`src/rtl/write_fifo_if.sv`:
```
// Byte-stream bundle between the SD-side writer, the write FIFO and the USB bulk-IN drain.
interface write_fifo_if #(
  parameter int DEPTH = 128
);
  localparam int ADDR_W = $clog2(DEPTH);

  logic              clear;
  logic              write_enable;
  logic [7:0]        write_data;
  logic              read_enable;
  logic [7:0]        read_data;
  logic              fifo_empty;
  logic              fifo_full;
  logic              packet_ready;
  logic [ADDR_W:0]   byte_count;
  logic              overflow;
  logic              underflow;

  modport master (
    output clear, write_enable, write_data, read_enable,
    input  read_data, fifo_empty, fifo_full, packet_ready, byte_count, overflow, underflow
  );

  modport slave (
    input  clear, write_enable, write_data, read_enable,
    output read_data, fifo_empty, fifo_full, packet_ready, byte_count, overflow, underflow
  );
endinterface

```
`src/rtl/write_fifo.sv`:
```
// Single-clock byte FIFO feeding the USB bulk-IN transmitter, with occupancy count,
// packet-ready threshold and sticky overflow/underflow flags.
module write_fifo #(
  parameter int DEPTH    = 128,
  parameter int PKT_SIZE = 64,
  localparam int ADDR_W  = $clog2(DEPTH)
) (
  input logic         clk,
  input logic         n_rst,
  write_fifo_if.slave bus
);

  localparam int CNT_W = ADDR_W + 1;
  localparam logic [CNT_W-1:0] FULL_CNT = CNT_W'(DEPTH);
  localparam logic [CNT_W-1:0] PKT_CNT  = CNT_W'(PKT_SIZE);

  logic [7:0]        mem_q [DEPTH];
  logic [ADDR_W-1:0] wr_ptr_q, wr_ptr_d;
  logic [ADDR_W-1:0] rd_ptr_q, rd_ptr_d;
  logic [CNT_W-1:0]  count_q, count_d;
  logic [7:0]        read_data_q, read_data_d;
  logic              overflow_q, overflow_d;
  logic              underflow_q, underflow_d;
  logic              rd_acc, wr_acc;

  // A read frees a slot on the same edge, so a write into a full FIFO is still taken
  // when paired with a read; on an empty FIFO the read is refused (no fall-through).
  always_comb begin
    rd_acc      = bus.read_enable && (count_q != '0);
    wr_acc      = bus.write_enable && ((count_q != FULL_CNT) || rd_acc);
    wr_ptr_d    = wr_ptr_q;
    rd_ptr_d    = rd_ptr_q;
    count_d     = count_q;
    read_data_d = read_data_q;
    overflow_d  = overflow_q  | (bus.write_enable && !wr_acc);
    underflow_d = underflow_q | (bus.read_enable  && !rd_acc);

    if (wr_acc) wr_ptr_d = wr_ptr_q + ADDR_W'(1);
    if (rd_acc) begin
      rd_ptr_d    = rd_ptr_q + ADDR_W'(1);
      read_data_d = mem_q[rd_ptr_q];
    end

    case ({wr_acc, rd_acc})
      2'b10:   count_d = count_q + CNT_W'(1);
      2'b01:   count_d = count_q - CNT_W'(1);
      default: count_d = count_q;
    endcase
  end

  // Storage is never reset; only the write itself is suppressed under reset or clear.
  always_ff @(posedge clk) begin
    if (n_rst && !bus.clear && wr_acc) mem_q[wr_ptr_q] <= bus.write_data;
  end

  always_ff @(posedge clk) begin
    if (!n_rst) begin
      wr_ptr_q    <= '0;
      rd_ptr_q    <= '0;
      count_q     <= '0;
      read_data_q <= 8'h00;
      overflow_q  <= 1'b0;
      underflow_q <= 1'b0;
    end else if (bus.clear) begin
      wr_ptr_q    <= '0;
      rd_ptr_q    <= '0;
      count_q     <= '0;
      overflow_q  <= 1'b0;
      underflow_q <= 1'b0;
    end else begin
      wr_ptr_q    <= wr_ptr_d;
      rd_ptr_q    <= rd_ptr_d;
      count_q     <= count_d;
      read_data_q <= read_data_d;
      overflow_q  <= overflow_d;
      underflow_q <= underflow_d;
    end
  end

  assign bus.read_data    = read_data_q;
  assign bus.byte_count   = count_q;
  assign bus.fifo_empty   = (count_q == '0);
  assign bus.fifo_full    = (count_q == FULL_CNT);
  assign bus.packet_ready = (count_q >= PKT_CNT);
  assign bus.overflow     = overflow_q;
  assign bus.underflow    = underflow_q;

endmodule

```
`src/flat_wrapper.sv`:
```
// flat-port wrapper written by rule: the top's interface ports become plain ports
module write_fifo_flat 
#(
  parameter int DEPTH    = 128,
  parameter int PKT_SIZE = 64,
  localparam int ADDR_W  = $clog2(DEPTH)
)
  (clk, n_rst, bus_clear, bus_write_enable, bus_write_data, bus_read_enable, bus_read_data, bus_fifo_empty, bus_fifo_full, bus_packet_ready, bus_byte_count, bus_overflow, bus_underflow);
  write_fifo_if #(.DEPTH(DEPTH)) bus_i ();
  input logic clk;
  input logic n_rst;
  input wire logic [$bits(bus_i.clear)-1:0] bus_clear;
  input wire logic [$bits(bus_i.write_enable)-1:0] bus_write_enable;
  input wire logic [$bits(bus_i.write_data)-1:0] bus_write_data;
  input wire logic [$bits(bus_i.read_enable)-1:0] bus_read_enable;
  output wire logic [$bits(bus_i.read_data)-1:0] bus_read_data;
  output wire logic [$bits(bus_i.fifo_empty)-1:0] bus_fifo_empty;
  output wire logic [$bits(bus_i.fifo_full)-1:0] bus_fifo_full;
  output wire logic [$bits(bus_i.packet_ready)-1:0] bus_packet_ready;
  output wire logic [$bits(bus_i.byte_count)-1:0] bus_byte_count;
  output wire logic [$bits(bus_i.overflow)-1:0] bus_overflow;
  output wire logic [$bits(bus_i.underflow)-1:0] bus_underflow;
  assign bus_i.clear = bus_clear;
  assign bus_i.write_enable = bus_write_enable;
  assign bus_i.write_data = bus_write_data;
  assign bus_i.read_enable = bus_read_enable;
  assign bus_read_data = bus_i.read_data;
  assign bus_fifo_empty = bus_i.fifo_empty;
  assign bus_fifo_full = bus_i.fifo_full;
  assign bus_packet_ready = bus_i.packet_ready;
  assign bus_byte_count = bus_i.byte_count;
  assign bus_overflow = bus_i.overflow;
  assign bus_underflow = bus_i.underflow;
  write_fifo #(.DEPTH(DEPTH), .PKT_SIZE(PKT_SIZE)) u_core (.clk(clk), .n_rst(n_rst), .bus(bus_i));
endmodule
```
`config.mk`:
```
export PLATFORM = sky130hd
export DESIGN_NAME = write_fifo_flat
export DESIGN_NICKNAME = d
export VERILOG_FILES = /design/src/rtl/write_fifo_if.sv /design/src/rtl/write_fifo.sv /design/src/flat_wrapper.sv
export SDC_FILE = /design/constraint.sdc
export NUM_CORES = 1
export LEC_CHECK = 0
export ABC_AREA = 1
export BUFFER_PORTS_ARGS = -buffer_cell sky130_fd_sc_hd__buf_2
export CAP_MARGIN = 10
export CORE_MARGIN = 1.5
export CORE_UTILIZATION = 31
export CTS_CLUSTER_DIAMETER = 60
export DETAILED_ROUTE_END_ITERATION = 16
export GPL_TIMING_DRIVEN = 0
export HOLD_SLACK_MARGIN = 0.1
export PLACE_DENSITY = 0.42
export SYNTH_ARGS = -nofsm -noshare
export SYNTH_HDL_FRONTEND = slang
export SYNTH_SLANG_ARGS = --single-unit
export TNS_END_PERCENT = 1
```
`constraint.sdc`:
```
create_clock -name clk -period 2.8 [get_ports clk]
set_clock_uncertainty 0.1 [all_clocks]
set_input_delay 0.28 -clock clk [delete_from_list [all_inputs] [get_ports clk]]
set_output_delay 0.28 -clock clk [all_outputs]
set_load 0.05 [all_outputs]
```
Word level (Yosys, flattened, before mapping)
Memory sizes are Yosys's and may differ from the RTL's. A register that Yosys moved wholly into a read port is not among the register bits.
Index checks and enable logic that the tools add are counted.
- register bits: 24
- memory bits (writable): 1024
- input port bits: 13
- output and inout bits: 21
- memories kept: 1
- add/sub/neg operators: 4
- magnitude comparators: 1
- equal/unequal tests: 4
- mux-type cells: 3
- bitwise logic cells: 4
- reductions and logical operators: 16
- memory list (memory ; depth ; width ; rd ports ; clocked after memory_dff ; wr ports ; RTL line ; RTL):
    u_core.mem_q ; 128 ; 8 ; 1 ; 1 ; 1 ; write_fifo.sv:17 ; logic [7:0] mem_q [DEPTH];
- operators with widths (kind ; count):
    8-bit one-hot mux with 2 select lines ; 1
    7-bit by 1-bit adder with 7-bit output (second input constant) ; 2
    8-bit by 1-bit adder with 8-bit output (second input constant) ; 1
    8-bit == test (second input constant) ; 1
    8-bit by 7-bit >= comparator with 1-bit output (second input constant) ; 1
    8-bit logical NOT ; 1
    8-bit != test (second input constant) ; 1
    8-bit nonzero test ; 1
    8-bit by 1-bit subtractor with 8-bit output (second input constant) ; 1
    1-bit logical AND ; 6
    1-bit logical NOT ; 4
    2-bit by 1-bit == test with 1-bit output (second input constant) ; 1
    2-bit == test (second input constant) ; 1
    1-bit two-way mux ; 2
    1-bit inverter ; 2
    1-bit OR ; 2
    2-bit AND reduction ; 1
    2-bit nonzero test ; 1
    2-bit OR reduction ; 1
    1-bit logical OR ; 1

Longest topological paths before layout
Gate-level depths: netlist (run 1).
- depth in word-level cells: 7
- mapped depth: 17
- gate-level depth less buffers: 15

Worst setup path after synthesis (run 1)
No wires, ideal clock.
- path kind: register to register
- start point: reg u_core.count_q[6] (netlist: u_core.bus.byte_count[6])
- end point: reg u_core.count_q[7] (netlist: u_core.bus.byte_count[7])
- arrival time: 3.270 ns
- slack: -0.687 ns
- cell stages (with the launch flop): 14
- cell sequence: dfxtp_1 > or2_1 > nor3_4 > nor2_4 > inv_2 > nor2_1 > ha_1 > nand2_1 > nand2_1 > a31oi_1 > o221ai_1 > or2_1 > a21oi_1 > nor2_1
- longest elaborated chain between the ends: 6
- elaborated cells between the ends (all ways): 11
- those cells by class: add/sub (2); eq/ne (3); mux (1); reduce/logical (5)
- RTL lines (what ; RTL line ; RTL):
    start: declaration ; write_fifo.sv:20 ; logic [CNT_W-1:0] count_q, count_d;
    start signal: assignment ; write_fifo.sv:73 ; count_q <= count_d;
    branches (longest 6 deep; another with 8-bit by 1-bit subtractor with 8-bit output) ; -- ;
Several ways; the timed one is not identified.
A chain may end at the register's enable or synchronous reset.

==> results of run 1 <==
==> kinds of logic after synthesis <==
logic type               count (synthesis)
AO/OA/AOI/OAI                          315
buffers and inverters                  554
AND/OR/NAND/NOR                       2233
flip-flops                            1056
XOR/XNOR                                 5
adder cells (fa/ha/maj)                  9
==> cell usage in the layout (no fill, tap or decap), types with 6 or more instances in the layout <==
cell,instances
a21oi_1,70
and3_1,10
buf_16,8
buf_2,85
buf_4,35
buf_6,49
buf_8,6
bufinv_16,12
clkbuf_1,53
clkbuf_16,141
clkbuf_2,35
clkbuf_4,33
clkinv_1,34
clkinv_2,14
dfxtp_1,24
dfxtp_2,6
dlygate4sd3_1,14
edfxtp_1,1024
ha_1,7
inv_1,321
nand2_1,1258
nand2_2,6
nand3_1,397
nand3_2,23
nor2_1,405
nor2_2,43
nor2_4,67
nor3_1,6
o211ai_1,28
o21ai_0,209
==> registers in the layout, summed over array words and instances, names as in the netlist <==
signal                 flops
u_core.bus.read_data       8
u_core.bus.underflow       1
u_core.rd_ptr_q            7
u_core.mem_q            1024
u_core.bus.overflow        1
u_core.wr_ptr_q            7
u_core.bus.byte_count      8
==> worst min-delay path by stage <==
stage	from	to	slack, ns	cells past startpoint
3_5_place_dp	u_core.bus.overflow	u_core.bus.overflow	0.34	2
4_1_cts	n_rst	u_core.bus.read_data[5]	-0.33	3
5_1_grt	n_rst	u_core.bus.read_data[4]	-0.27	3
2_1_floorplan	bus_write_data[0]	u_core.mem_q[0][0]	0.28	0
3_3_place_gp	u_core.bus.overflow	u_core.bus.overflow	0.35	2
6_report	n_rst	u_core.bus.read_data[4]	-0.28	3
==> Yosys cell counts, types with 3 or more instances <==
cell      number
nand2_2        5
o21ai_1        4
o211ai_1      28
nor2_1       512
clkbuf_1      61
o21ai_0      210
nand2_4        3
buf_6         30
dfxtp_1       32
buf_4         19
ha_1           8
a21oi_1       70
buf_1         11
clkinv_1       3
nor3_1         6
nand3_2        3
edfxtp_1    1024
buf_8          3
xor2_1         5
nand3_1      420
nand4_2        3
inv_1        321
and3_1        10
inv_2          4
buf_2        100
or2_1          3
nand4_1        3
nand2_1     1259
==> stage by stage <==
stage | power [mW] | TNS, ns | cells
finish | 37.9 | -1.29 | 6385
global route | 38.9 | -4.93 | 6383
CTS | 38.1 | -10.61 | 6382
detailed placement | 20.9 | -716.97 | 6126
global placement | 20.9 | -1190.93 | 6108
floorplan | 19.2 | -0.138 | 4172
==> critical path, cell delays in order (launching register included) <==
cell and delay [ns]:
dfxtp_1 0.32, inv_1 0.14, clkbuf_2 0.39, clkbuf_1 0.70
nand3_1 0.35, nand2_1 0.15, nand3_1 0.23, nand3_1 0.28
nand3_1 0.18, a21oi_1 0.18
==> per-layer routing <==
layer | wire [um] | global-route usage, % | vias up
met5 | 0 | 0 | -
met4 | 6150 | 9.13 | 0
met3 | 10400 | 3.42 | 263
met2 | 81400 | 37.7 | 1172
met1 | 80200 | 33.9 | 15900
li1 | - | - | 14400
==> timing repair <==
action,4_1_cts,5_1_grt
gates resized for setup,169,181
endpoints found under the hold margin,462,8
setup buffers,0,1
pin swaps,1,3
endpoints found under the setup margin,805,508
==> final cells by class <==
type,count,share of cell area (%)
diodes,2,0.00940
plain buffers,224,2.88
clock buffers,174,6.89
clock inverters,68,1.21
inverters,330,2.35
multi-input cells,2562,21.9
flip-flops and latches,1056,59.0
well taps,1903,4.47
repair buffers,66,1.30
==> power groups by stage <==
stage	clock [mW]	sequential, mW	combinational (mW)
floorplan	0	17.8	1.47
detailed placement	0	17.7	3.19
CTS	17.5	17.4	3.23
global route	18.0	17.4	3.47
finish	17.3	17.4	3.30
global placement	0	17.7	3.14
==> metrics.md, run 1 <==
| Metric | Value |
|---|---|
| Status | finished, violations left |
| Failing checks | negative hold slack, negative setup slack |
| Hold Worst Slack | -0.275 ns |
| Number of global-route vias before repair | 29,600 |
| Nets | roughly 4,400 |
| Crit Path Category | reg2reg |
| Endpoints failing hold | 8 |
| Slew @ Worst Pin | 1.16 ns |
| Worst reg2reg path startpoint | u_core.rd_ptr_q[3] |
| Fin util | 37.1% |
| Share of cells above drive strength 1 | 13.4% |
| Required @ worst endpoint | 3.40 ns |
| Clock network power share | between 40% and 50% |
| Sequential share of the synthesized area | 70.0% |
| GP Congestion | 0.983 |
| Die area | 0.147 mm2 |
| Worst setup SP type | flip-flop |
| PD cells | 712 mW/mm2 |
| CTS max path bufs | 3 |
| Core area | 0.143 mm2 |
| XOR/XNOR share of the synthesized area | less than 1% |
| Mapped Cells | roughly 4,200 |
| Combinational power share | 8.7% |
| Pleak | 20.0 nW |
| Critical Path Source | u_core.rd_ptr_q[3] |
| Multiplexer area fraction after synthesis | 0% |
| Reg area | roughly 0.031 mm2 |
| Period minus WS final | 3.10 ns |
| Setup crit end | u_core.bus.read_data[3] |
| Main combinational cell family by area after synthesis | simple AND/OR/NAND/NOR gates |
| Synth Area in Compound Gates | 3.69% |
| Total gr overflow | 0 |
| Synth async-reset ratio | 0% |
| Yosys reg bits | 1,056 |
| Max Freq | 0.322 GHz |
| Cell Int Power | between 20 and 30 mW |
| PnR worst setup slack | -0.301 ns |
| Critical path endpoint category | flip-flop |
| Initial antenna violation count | 11 |
| Pins Over Slew Limit | 0 |
| Clk pin slew, worst setup/hold paths | 0.05 ns |
| HP Class | in2reg |
| Clock latency on the worst-skew pair | 0.78 ns |
| Multi-input logic area | around 0.012 mm2 |
| Critical path arrival | 3.70 ns |
| Pre-antenna DRT Iters | 5 |
| Via/cell ratio | between 4 and 5 |
| Worst vdd ir | about 0.45 mV |
| GRT Total Usage | 24.1% |
| Largest net degree at the start of global routing | 90 |
| Initial DRC Count | 3,420 |
| Synth area leaders | edfxtp_1, nand2_1, nand3_1 |
| Die X | 383 um |
| FF-to-FF End | u_core.bus.read_data[3] |
| CP max FO | 10 |
| Final worst-path cycle share | 111% |
| DIE HEIGHT | ~380 um |
| CTS tree | yes |
| Post-Synth Simple-Gate Area | 20.2% |
| Fillers | between 10,000 and 15,000 |
| Post-synthesis cell type count | 38 |
| Max-Cap Viols | 0 |
| Area share of the largest cell type after synthesis | 68.6% |
| First-pass GRT wire length | 243,000 um |
| Placed cell areas | 0.0478 mm2 |
| Syn_nets | 4,194 |
| Synth Flop Type | edfxtp_1 |
| RSZ-0062 raised after global routing | true |
| CTS H-Tree Depth | 4 |
| Total vias in the final route | 31,700 |
| Final ANT Viol Nets | 0 |
| Syn_area_per_cell | 10.7 um2 |
| Hold_buf cts | 14 |
| Row count | 139 |
| Max-slew headroom | a little under a quarter |
| Mapped cell area | 0.0448 mm2 |
| Io pins | 34 |
| Yosys Warn Count | 0 |
| Pre-CTS setup slack | -1.44 ns |
| Adder-Cell Fraction of Synth Area | 0.268% |
| FF-to-FF setup slack | -0.30 ns |
| Port Buffer Count | 33 |
| Final Cell Area | around 0.053 mm2 |
| Finish-stage setup viols | 18 |
| Synth area leader | edfxtp_1 |
| CTS buffer count | 133 |
| DRC Markers | 0 |
| Net switching power | 9.48 mW |
| Sink Count | 1,056 |
| Area delta synth->final | 18.8% |
| Drt total wl | 178,000 um |
| Reg power frac | between 40% and 50% |
| Root Driver | clkbuf_16 |
| Mean routed wirelength per cell | 27.9 um |
| EDFF count, synth | 1,024 |
| Switching portion of total power | 25.0% |
| HPWL Detailed | roughly 120,000 um |
| Register-to-Register Path Depth | 9 |
| Initial Util | 31.2% |
Note: power is estimated with default switching activity, not from simulation.
==> inputs of run 2 (changes only) <==
CORE_MARGIN = 5   (was 1.5)
CORE_UTILIZATION = 55   (was 31)
PLACE_DENSITY = 0.68   (was 0.42)
SLEW_MARGIN = 20   (was not set)
==> run 2 against run 1 <==
  * Register-to-register slack gained 0.12 ns
  * Largest power group unchanged
  * Wire length down 15%
  * Highest routed layer unchanged
  * Utilization increased by 26 points
  * Via count is 3.5% higher
  * Critical path type unchanged
  * Worst setup slack better by 0.12 ns
  * Design area fell by 4.8%
  * Critical endpoint is now u_core.bus.read_data[5]
  * The run ends with negative setup slack left
  * Clock-buffer cell count is 47 lower
  * Global-route usage up 10 points
==> metrics.md, run 2 (synthesized netlist as in run 1, its figures left out) <==
| Metric | Value |
|---|---|
| Row count | 104 (-25%) |
| Area delta synth->final | 13.2% |
| FF-to-FF setup slack | -0.18 ns (+0.12 ns) |
| DIE HEIGHT | 295 um (-23%) |
| CTS H-Tree Depth | 3 (-1) |
| Io pins | 34 (unchanged) |
| Net switching power | 8.48 mW (-11%) |
| Critical path arrival | 3.44 ns (-0.26 ns) |
| Hold path depth | 2 (-1) |
| Reg area | 0.0314 mm2 (unchanged) |
| Reg power frac | 50.5% (+4.7 points) |
| GP Congestion | 1.01 (+2.8%) |
| Port Buffer Count | 33 (unchanged) |
| Required @ worst endpoint | 3.26 ns (-0.14 ns) |
| First-pass GRT wire length | 211,000 um (-13%) |
| CTS tree | yes |
| FF-to-FF End | u_core.bus.read_data[5] |
| Post-CTS Setup Repair Bufs | 0 (unchanged) |
| Clock network power share | 40.5% (-5.0 points) |
| Total vias in the final route | 32,800 (+3.5%) |
| Initial antenna violation count | 1 (-10) |
| RSZ-0062 raised after global routing | true |
| Via/cell ratio | 5.98 (+20%) |
| Worst reg2reg path startpoint | u_core.rd_ptr_q[0] |
| Slew @ Worst Pin | 1.09 ns (-0.0738 ns) |
| CTS buffer count | 107 (-20%) |
| Fillers | 6,341 (-55%) |
| Max Freq | 0.335 GHz (+4.0%) |
| Die area | 0.0873 mm2 (-41%) |
| Finish-stage setup viols | 136 (+118) |
| Biggest register | u_core.mem_q |
| Failing checks | negative setup slack |
| Max-slew headroom | 27.3% (+4.7 points) |
| Commonest non-fill, non-tap cells in the layout | nand2_1, edfxtp_1, nor2_1, nand3_1, inv_1 |
| Pleak | 19.4 nW (-3.3%) |
| Endpoints failing hold | 0 (-8) |
| HP Class | reg2reg |
| CP max FO | 10 (unchanged) |
| Initial DRC Count | 5,179 (+51%) |
| CTS max path bufs | 3 (unchanged) |
| Max incr delay on CP | 0.61 ns (-0.09 ns) |
| Core area | 0.0807 mm2 (-44%) |
| Number of global-route vias before repair | 30,200 (+1.9%) |
| Mean routed wirelength per cell | 27.6 um (-1.1%) |
| Root Driver | clkbuf_16 |
| Status | finished, violations left |
| Sink Count | 1,056 (unchanged) |
| Critical path endpoint category | flip-flop |
| Worst vdd ir | 0.730 mV (+63%) |
| Pre-antenna DRT Iters | 6 (+1) |
| Hold EP | u_core.bus.read_data[1] |
| Max reg flops | 1,024 (unchanged) |
| Commonest non-fill, non-tap cell in the layout | nand2_1 |
| DRC Markers | 0 (unchanged) |
| Pins Over Slew Limit | 0 (unchanged) |
| HPWL Detailed | 101,000 um (-17%) |
| Nets | 4,360 (-0.80%) |
| PD cells | 678 mW/mm2 (-4.8%) |
| Total gr overflow | 0 (unchanged) |
| Clock latency on the worst-skew pair | 0.68 ns (-0.10 ns) |
| Largest net degree at the start of global routing | 96 (+6.7%) |
| Final ANT Viol Nets | 0 (unchanged) |
| PnR worst setup slack | -0.181 ns (+0.120 ns) |
| Multi-input logic area | 0.0114 mm2 (-2.4%) |
| Period minus WS final | 2.98 ns (-0.120 ns) |
| Switching portion of total power | 24.7% (-0.32 points) |
| CP cell instances | buf_6 > buf_6 > clkbuf_1 > nand2_1 > nand3_1 > nand2_1 > nand2_1 > nand2_1 > nor2_1 > nand2_1 > nand3_1 > nand3_1 > nand3_1 > a21oi_1 |
| Hold Worst Slack | 0.366 ns (+0.642 ns) |
| Worst setup SP type | flip-flop |
| Cell Int Power | 25.9 mW (-8.9%) |
| Clk pin slew, worst setup/hold paths | 0.06 ns (about the same) |
| Register-to-Register Path Depth | 14 (+5) |
| Drt total wl | 151,000 um (-15%) |
| Combinational power share | 9.0% (+0.3 points) |
| Crit Path Category | reg2reg |
| Share of cells above drive strength 1 | 11.4% (-2.0 points) |
| Hold_sp | u_core.bus.read_data[1] |
| Final worst-path cycle share | 106% (-4.3 points) |
| Total power | 34.4 mW (-9.3%) |
| Max-Cap Viols | 0 (unchanged) |
| Worst path most repeated cell | nand2_1 |
| Die X | 295 um (-23%) |
| GRT Total Usage | 34.1% (+10 points) |
| Slowest CP cell | clkbuf_1 |
| Initial Util | 55.6% (+24 points) |
[run 2: changes by cell type in the layout (fill, tap and decap cells not counted), moves of 11 or more]
cell	delta
buf_2	+33
clkbuf_16	-32
clkbuf_4	-22
nand3_1	+21
nor2_1	+19
nand3_2	-18
nor2_4	-18
clkbuf_2	-17
clkinv_2	+16
buf_4	-13
buf_6	-11
clkinv_1	-11
[run 2: power groups by stage]
| stage | sequential, mW | combinational [mW] | clock, mW |
|---|---|---|---|
| global placement | 17.7 | 2.84 | 0 |
| detailed placement | 17.7 | 2.93 | 0 |
| floorplan | 17.8 | 1.47 | 0 |
| global route | 17.4 | 3.21 | 14.5 |
| CTS | 17.4 | 2.97 | 13.9 |
| finish | 17.4 | 3.09 | 13.9 |
[run 2: how the worst max path moves through the flow]
stage | start | to | slack, ns | cells after the start
after global placement | n_rst | u_core.mem_q[78][5] | -0.95 | 8
after floorplan | u_core.bus.byte_count[6] | u_core.bus.byte_count[7] | -0.08 | 13
after detailed placement | n_rst | u_core.mem_q[70][4] | -1.02 | 8
final | u_core.rd_ptr_q[0] | u_core.bus.read_data[5] | -0.18 | 14
after CTS | u_core.wr_ptr_q[1] | u_core.mem_q[95][3] | -0.25 | 6
after global routing | u_core.bus.byte_count[0] | u_core.bus.byte_count[6] | -0.23 | 14
[run 2: metrics by stage]
| step | util [%] | std cells | setup TNS, ns | setup slack [ns] | area, um2 |
|---|---|---|---|---|---|
| 3_3_place_gp | 57.5 | 5265 | -536.51 | -0.955 | 46400 |
| 4_1_cts | 62.5 | 5484 | -14.30 | -0.250 | 50500 |
| 6_report | 62.9 | 5485 | -6.45 | -0.181 | 50700 |
| 2_1_floorplan | - | 4172 | -0.138 | -0.0814 | 44900 |
| 5_1_grt | 62.9 | 5484 | -15.64 | -0.231 | 50700 |
| 3_5_place_dp | 57.8 | 5273 | -489.39 | -1.02 | 46600 |
[run 2: layout make-up]
| cell class | instances | area share, % |
|---|---|---|
| clock inverters | 68 | 1.10 |
| inverters | 330 | 2.46 |
| flip-flops and latches | 1056 | 61.9 |
| plain buffers | 224 | 2.70 |
| multi-input cells | 2562 | 22.5 |
| well taps | 1060 | 2.61 |
| clock buffers | 127 | 5.57 |
| diodes | 1 | 0.00493 |
| repair buffers | 57 | 1.17 |
[run 2: repair_timing]
| item | CTS | global route |
|---|---|---|
| endpoints found under the hold margin | 427 | 0 |
| endpoints found under the setup margin | 625 | 641 |
| resized for setup | 108 | 70 |
| hold buffers | 16 | 0 |
| pin swaps | 1 | 0 |
[run 2: critical path, delay by kind of cell, from the launching register on]
family / cells / cell delay, ns
compound gates: 1 / 0.07
buf+inv: 3 / 0.93
flops: 1 / 0.35
simple gates: 10 / 1.40
[run 2: per-layer routing]
layer | GRT usage [%] | share of wire [%] | vias to the layer above
li1 | - | - | 14300
met1 | 46.7 | 37 | 15600
met2 | 51.7 | 44 | 2414
met3 | 7.40 | 13 | 436
met4 | 18.8 | 6.0 | 0
met5 | 0 | 0 | -
